**src/rtl/pipe_ctrl.sv**
```systemverilog
// Pipeline hazard/halt controller: IDLE/RUN/DRAIN/HALTED FSM with load-use stall and branch flush.
// Define PIPE_CTRL_PERF_EN to build the stall/flush performance counters.
module pipe_ctrl (
  input  logic        clk,
  input  logic        rst_n,
  input  logic        start,
  input  logic [31:0] id_instr,
  input  logic        id_valid,
  input  logic        ex_mem_read,
  input  logic [4:0]  ex_rd,
  input  logic        branch_taken,
  output logic        pc_we,
  output logic        ifid_we,
  output logic        ifid_flush,
  output logic        idex_flush,
  output logic        done,
  output logic [1:0]  state,
  output logic [15:0] stall_cnt,
  output logic [15:0] flush_cnt
);

  typedef enum logic [1:0] {
    IDLE   = 2'd0,
    RUN    = 2'd1,
    DRAIN  = 2'd2,
    HALTED = 2'd3
  } state_t;

  state_t     r_state;
  state_t     w_nextState;
  logic [1:0] r_drainCnt;
  logic [1:0] w_nextDrainCnt;
  logic       r_armed;

  logic [6:0] w_opcode;
  logic [4:0] w_rs1;
  logic [4:0] w_rs2;
  logic       w_rs1Used;
  logic       w_rs2Used;
  logic       w_halt;
  logic       w_loadUse;

  assign w_opcode = id_instr[6:0];
  assign w_rs1    = id_instr[19:15];
  assign w_rs2    = id_instr[24:20];

  // Only sources the opcode actually reads can create a load-use hazard.
  assign w_rs1Used = !((w_opcode == 7'b0110111) || (w_opcode == 7'b0010111) ||
                       (w_opcode == 7'b1101111));
  assign w_rs2Used = (w_opcode == 7'b0110011) || (w_opcode == 7'b0111011) ||
                     (w_opcode == 7'b0100011) || (w_opcode == 7'b1100011);

  assign w_halt = id_valid && ((id_instr == 32'h0000_0073) || (id_instr == 32'h0000_0000));

  assign w_loadUse = id_valid && ex_mem_read && (ex_rd != 5'd0) &&
                     ((w_rs1Used && (w_rs1 == ex_rd)) || (w_rs2Used && (w_rs2 == ex_rd)));

  // r_armed stays low for the first edge after reset release so start is ignored there.
  always_ff @(posedge clk or negedge rst_n) begin
    if (!rst_n) begin
      r_state    <= IDLE;
      r_drainCnt <= 2'd0;
      r_armed    <= 1'b0;
    end else begin
      r_state    <= w_nextState;
      r_drainCnt <= w_nextDrainCnt;
      r_armed    <= 1'b1;
    end
  end

  always_comb begin
    w_nextState    = r_state;
    w_nextDrainCnt = r_drainCnt;
    case (r_state)
      IDLE: begin
        if (start && r_armed) w_nextState = RUN;
      end
      RUN: begin
        if (!branch_taken && w_halt) begin
          w_nextState    = DRAIN;
          w_nextDrainCnt = 2'd0;
        end
      end
      DRAIN: begin
        if (branch_taken) begin
          w_nextState    = RUN;
          w_nextDrainCnt = 2'd0;
        end else if (r_drainCnt == 2'd2) begin
          w_nextState    = HALTED;
          w_nextDrainCnt = 2'd0;
        end else begin
          w_nextDrainCnt = r_drainCnt + 2'd1;
        end
      end
      HALTED: begin
        w_nextState = HALTED;
      end
      default: begin
        w_nextState    = IDLE;
        w_nextDrainCnt = 2'd0;
      end
    endcase
  end

  // Priority inside RUN: branch flush, then halt (no special control), then load-use stall.
  always_comb begin
    pc_we      = 1'b0;
    ifid_we    = 1'b0;
    ifid_flush = 1'b0;
    idex_flush = 1'b0;
    case (r_state)
      RUN: begin
        if (branch_taken) begin
          pc_we      = 1'b1;
          ifid_we    = 1'b1;
          ifid_flush = 1'b1;
          idex_flush = 1'b1;
        end else if (!w_halt && w_loadUse) begin
          idex_flush = 1'b1;
        end else begin
          pc_we   = 1'b1;
          ifid_we = 1'b1;
        end
      end
      DRAIN: begin
        if (branch_taken) begin
          pc_we      = 1'b1;
          ifid_we    = 1'b1;
          ifid_flush = 1'b1;
        end
        idex_flush = 1'b1;
      end
      default: begin
        pc_we = 1'b0;
      end
    endcase
  end

  assign done  = (r_state == HALTED);
  assign state = r_state;

`ifdef PIPE_CTRL_PERF_EN
  logic        w_stallEvt;
  logic        w_flushEvt;
  logic [15:0] r_stallCnt;
  logic [15:0] r_flushCnt;

  assign w_stallEvt = (r_state == RUN) && !branch_taken && !w_halt && w_loadUse;
  assign w_flushEvt = ((r_state == RUN) || (r_state == DRAIN)) && branch_taken;

  always_ff @(posedge clk or negedge rst_n) begin
    if (!rst_n) begin
      r_stallCnt <= 16'd0;
      r_flushCnt <= 16'd0;
    end else begin
      if (w_stallEvt && (r_stallCnt != 16'hFFFF)) r_stallCnt <= r_stallCnt + 16'd1;
      if (w_flushEvt && (r_flushCnt != 16'hFFFF)) r_flushCnt <= r_flushCnt + 16'd1;
    end
  end

  assign stall_cnt = r_stallCnt;
  assign flush_cnt = r_flushCnt;
`else
  assign stall_cnt = 16'd0;
  assign flush_cnt = 16'd0;
`endif

endmodule

```
**config.mk**
```make
export PLATFORM = sky130hd
export DESIGN_NAME = pipe_ctrl
export DESIGN_NICKNAME = d
export VERILOG_FILES = /design/src/rtl/pipe_ctrl.sv
export SDC_FILE = /design/constraint.sdc
export NUM_CORES = 1
export LEC_CHECK = 0
export CORE_UTILIZATION = 30
export DETAILED_ROUTE_END_ITERATION = 10
export MAX_ROUTING_LAYER = met4
export PLACE_DENSITY = 0.88
export SETUP_SLACK_MARGIN = 0.1
export SYNTH_ARGS = -nofsm -noshare
export SYNTH_HDL_FRONTEND = slang
export SYNTH_SLANG_ARGS = --single-unit
```
**constraint.sdc**
```tcl
create_clock -name clk -period 2.1 [get_ports clk]
set_clock_uncertainty 0.2 [all_clocks]
set_input_delay 0.42 -clock clk [delete_from_list [all_inputs] [get_ports clk]]
set_output_delay 0.42 -clock clk [all_outputs]
set_load 0.005 [all_outputs]
```
==> flow_summary.yaml <==
layout:
  fin_nets: 228
  diodes: 0
  fin_area_um2: 1550
  syn_to_final_growth_pct: 77.7
  drive_gt1_share_pct: 37.4
timing:
  finalCritPeriodShare_pct: 114
  finalSetupTns_ns: -0.946
  max_freq_mhz: 417
  fin_crit_ns: 2.40
  hold_viol_final: 0
  rsz0062_at_grt: "yes"
  maxSlewViolCount: 0
  layout_setup_ws_ns: -0.301
  finalSetupViolCount: 5
detailed_routing:
  wirelength_mm: 2.43
  wire_per_inst_um: 11.6
  ant_nets: 0
  vias: 930
  drtIter0Drc: 16
  avgViaCountPerCell: 4.43
  drc: 0
  drtPass1Iterations: 4
power:
  p_leak_nw: 0.764
  power.density_nw_per_um2: 239
  irDropWorstVdd_uv: 399
run:
  cap_violations: 0
global_routing:
  antenna_found_initial: 0
  grt-ovfl-total: 0
  grt_pass1_wl_mm: 3.66
  gr-usage-all-layers_pct: 14.9
  grt_max_degree: 6
  grt_pass1_vias: 869
critical_path:
  reg2reg_slack_ns: 0.32
  endpoint_kind: "primary output"
  worstPathArrival_ns: 1.78
  startpoint_type: "primary input"
  worstSetupPathType: "in2out"
  crit_fanout: 3
  worstPathRequired_ns: 1.48
synth:
  synth_top_area_share_pct: 28.4
  ys.flop_type: "dfrtp_1"
  synth-edff-count: 0
  synth_area_um2: 873
  syn_avg_cell_area_um2: 8.24
  yosysUniqueCellTypes: 32
  ys_ff_latch: 5
  async_flop_share_pct: 100
  syn_inst: 106
  yosysWarnings: 0
  yosysTopAreaCell: "buf_4"
  synthTopCellsByArea: "buf_4 (28%), dfrtp_1 (14%), ha_1 (7.2%)"
  seq_area_frac_synth_pct: 14.3
clocking:
  cts-htree-levels: 1
  cts_tree: "built"
  cts.sinks: 5
  clk_latency_ns: 0.24
  clkTransAtPathRegs_ns: 0.05
  cts_root_buffer: "clkbuf_4"
  cts-buffers-inserted: 3
  clk_path_buf_depth: 2
floorplan:
  rows: 19
  core_area_um2: 2760
  die_height_um: 56.0
  ios: 82
  die-area_um2: 3130
  die-width_um: 56.0
  start_util_pct: 31.7
hold_path:
  hold_path_class: "in2async"
place:
  port_buffers: 49
  placed_area_um2: 1410
  hpwl_mm: 1.93
  gp_congestion: 0.734
outcome:
  violations: "setup timing"
  status: "finished with violations"
## cells in the final DEF, fill, tap and decap left out, types with 2 or more instances in the layout
cell and count:
a21oi_1 2, a31oi_1 2, buf_2 8, buf_4 19
buf_6 8, clkbuf_2 4, clkbuf_4 3, clkdlybuf4s15_1 4
clkdlybuf4s50_1 13, conb_1 33, dfrtp_1 5, dlygate4sd2_1 6
dlymetal6s2s_1 8, ha_1 4, inv_1 2, inv_2 2
mux2_4 2, nand2_1 3, nand4_1 4, nor3_1 4
nor4_2 3, o21ai_2 2, or4_4 2, xnor2_1 5
xor2_1 4
## registers in the layout, indices dropped and copies added (netlist names)
| signal | count |
|---|---|
| r_drainCnt | 2 |
| r_armed | 1 |
| state | 2 |
## per-layer routing
metal	up-vias	routed length (µm)	track usage, %
met3	2	181	2.09
met2	48	1330	28.7
met1	424	906	16.2
met4	0	17	2.79
li1	456	-	-
met5	-	0	-
## stage by stage
step	hold WS, ns	util (%)	std cells	total power, mW	setup WS, ns
after floorplan	-0.0756	-	137	0.185	-0.0332
after global placement	0.321	51.0	201	0.257	-1.02
after detailed placement	0.350	51.0	201	0.260	-1.02
after CTS	0.200	53.3	207	0.370	-0.365
after global routing	0.206	56.3	210	0.397	-0.351
final	0.202	56.3	210	0.371	-0.301
## logic make-up (layout without fill, tap and decap cells)
kind of cell             Yosys count  after routing  share of synthesized area, %
XOR/XNOR                          10             10                          10.0
other                              2             33                         0.860
buffers and inverters             37             79                          30.1
AND/OR/NAND/NOR                   31             31                          21.6
adder cells (fa/ha/maj)            5              5                          7.16
flip-flops                         5              5                          14.3
AO/OA/AOI/OAI                     13             13                          11.3
multiplexers                       3              3                          4.58
## layout make-up
| type | instances | area [µm²] |
|---|---|---|
| Multi-Input combinational cell | 95 | 716 |
| Timing Repair Buffer | 71 | 631 |
| Inverter | 4 | 15.0 |
| Clock buffer | 4 | 26.3 |
| Tap cell | 31 | 38.8 |
| Sequential cell | 5 | 125 |
| Fill cell | 246 | 1210 |
## cell usage after synthesis, types with 2 or more instances
master    n
xor2_1    4
nor3_1    4
a21oi_1   4
dfrtp_1   5
xnor2_1   6
inv_1     4
nand3_1   2
buf_4    33
nand4_1   4
or4_1     3
nor3b_1   2
mux2_4    2
nor4_1    5
nand2_1   4
a31oi_1   2
ha_1      5
conb_1    2
## path summary, 6_finish.rpt
kind                               start       endpoint  depth (start not counted)
setup / recovery                ex_rd[3]     idex_flush                          6
hold / removal                     rst_n  r_drainCnt[1]                          1
setup reg to reg                state[0]       state[1]                          7
hold reg to reg            r_drainCnt[0]  r_drainCnt[0]                          1
max in group asynchronous          rst_n       state[0]                          1
min in group clk           r_drainCnt[0]  r_drainCnt[0]                          1
## critical path, stage by stage
cell and delay (ns):
buf_8 0.10, or4_4 0.52, o211ai_1 0.27, a21oi_4 0.06
o311a_1 0.29, buf_2 0.13
## power breakdown
part	switching (mW)	total, mW	leakage, nW	internal (mW)
Sequential	0.000219	0.0979	0.0623	0.0977
Clock	0.0377	0.109	0.0150	0.0717
Combinational	0.0681	0.164	0.686	0.0955
Total	0.106	0.371	0.764	0.265
## what timing repair did
action / 4_1_cts / 5_1_grt
cloned: 0 / 0
hold buffers: 0 / 0
pin swaps: 22 / 17
setup buffers: 3 / 4
gates resized for setup: 99 / 27
setup endpoints to repair: 9 / 8
(Power assumes the default switching activity.)
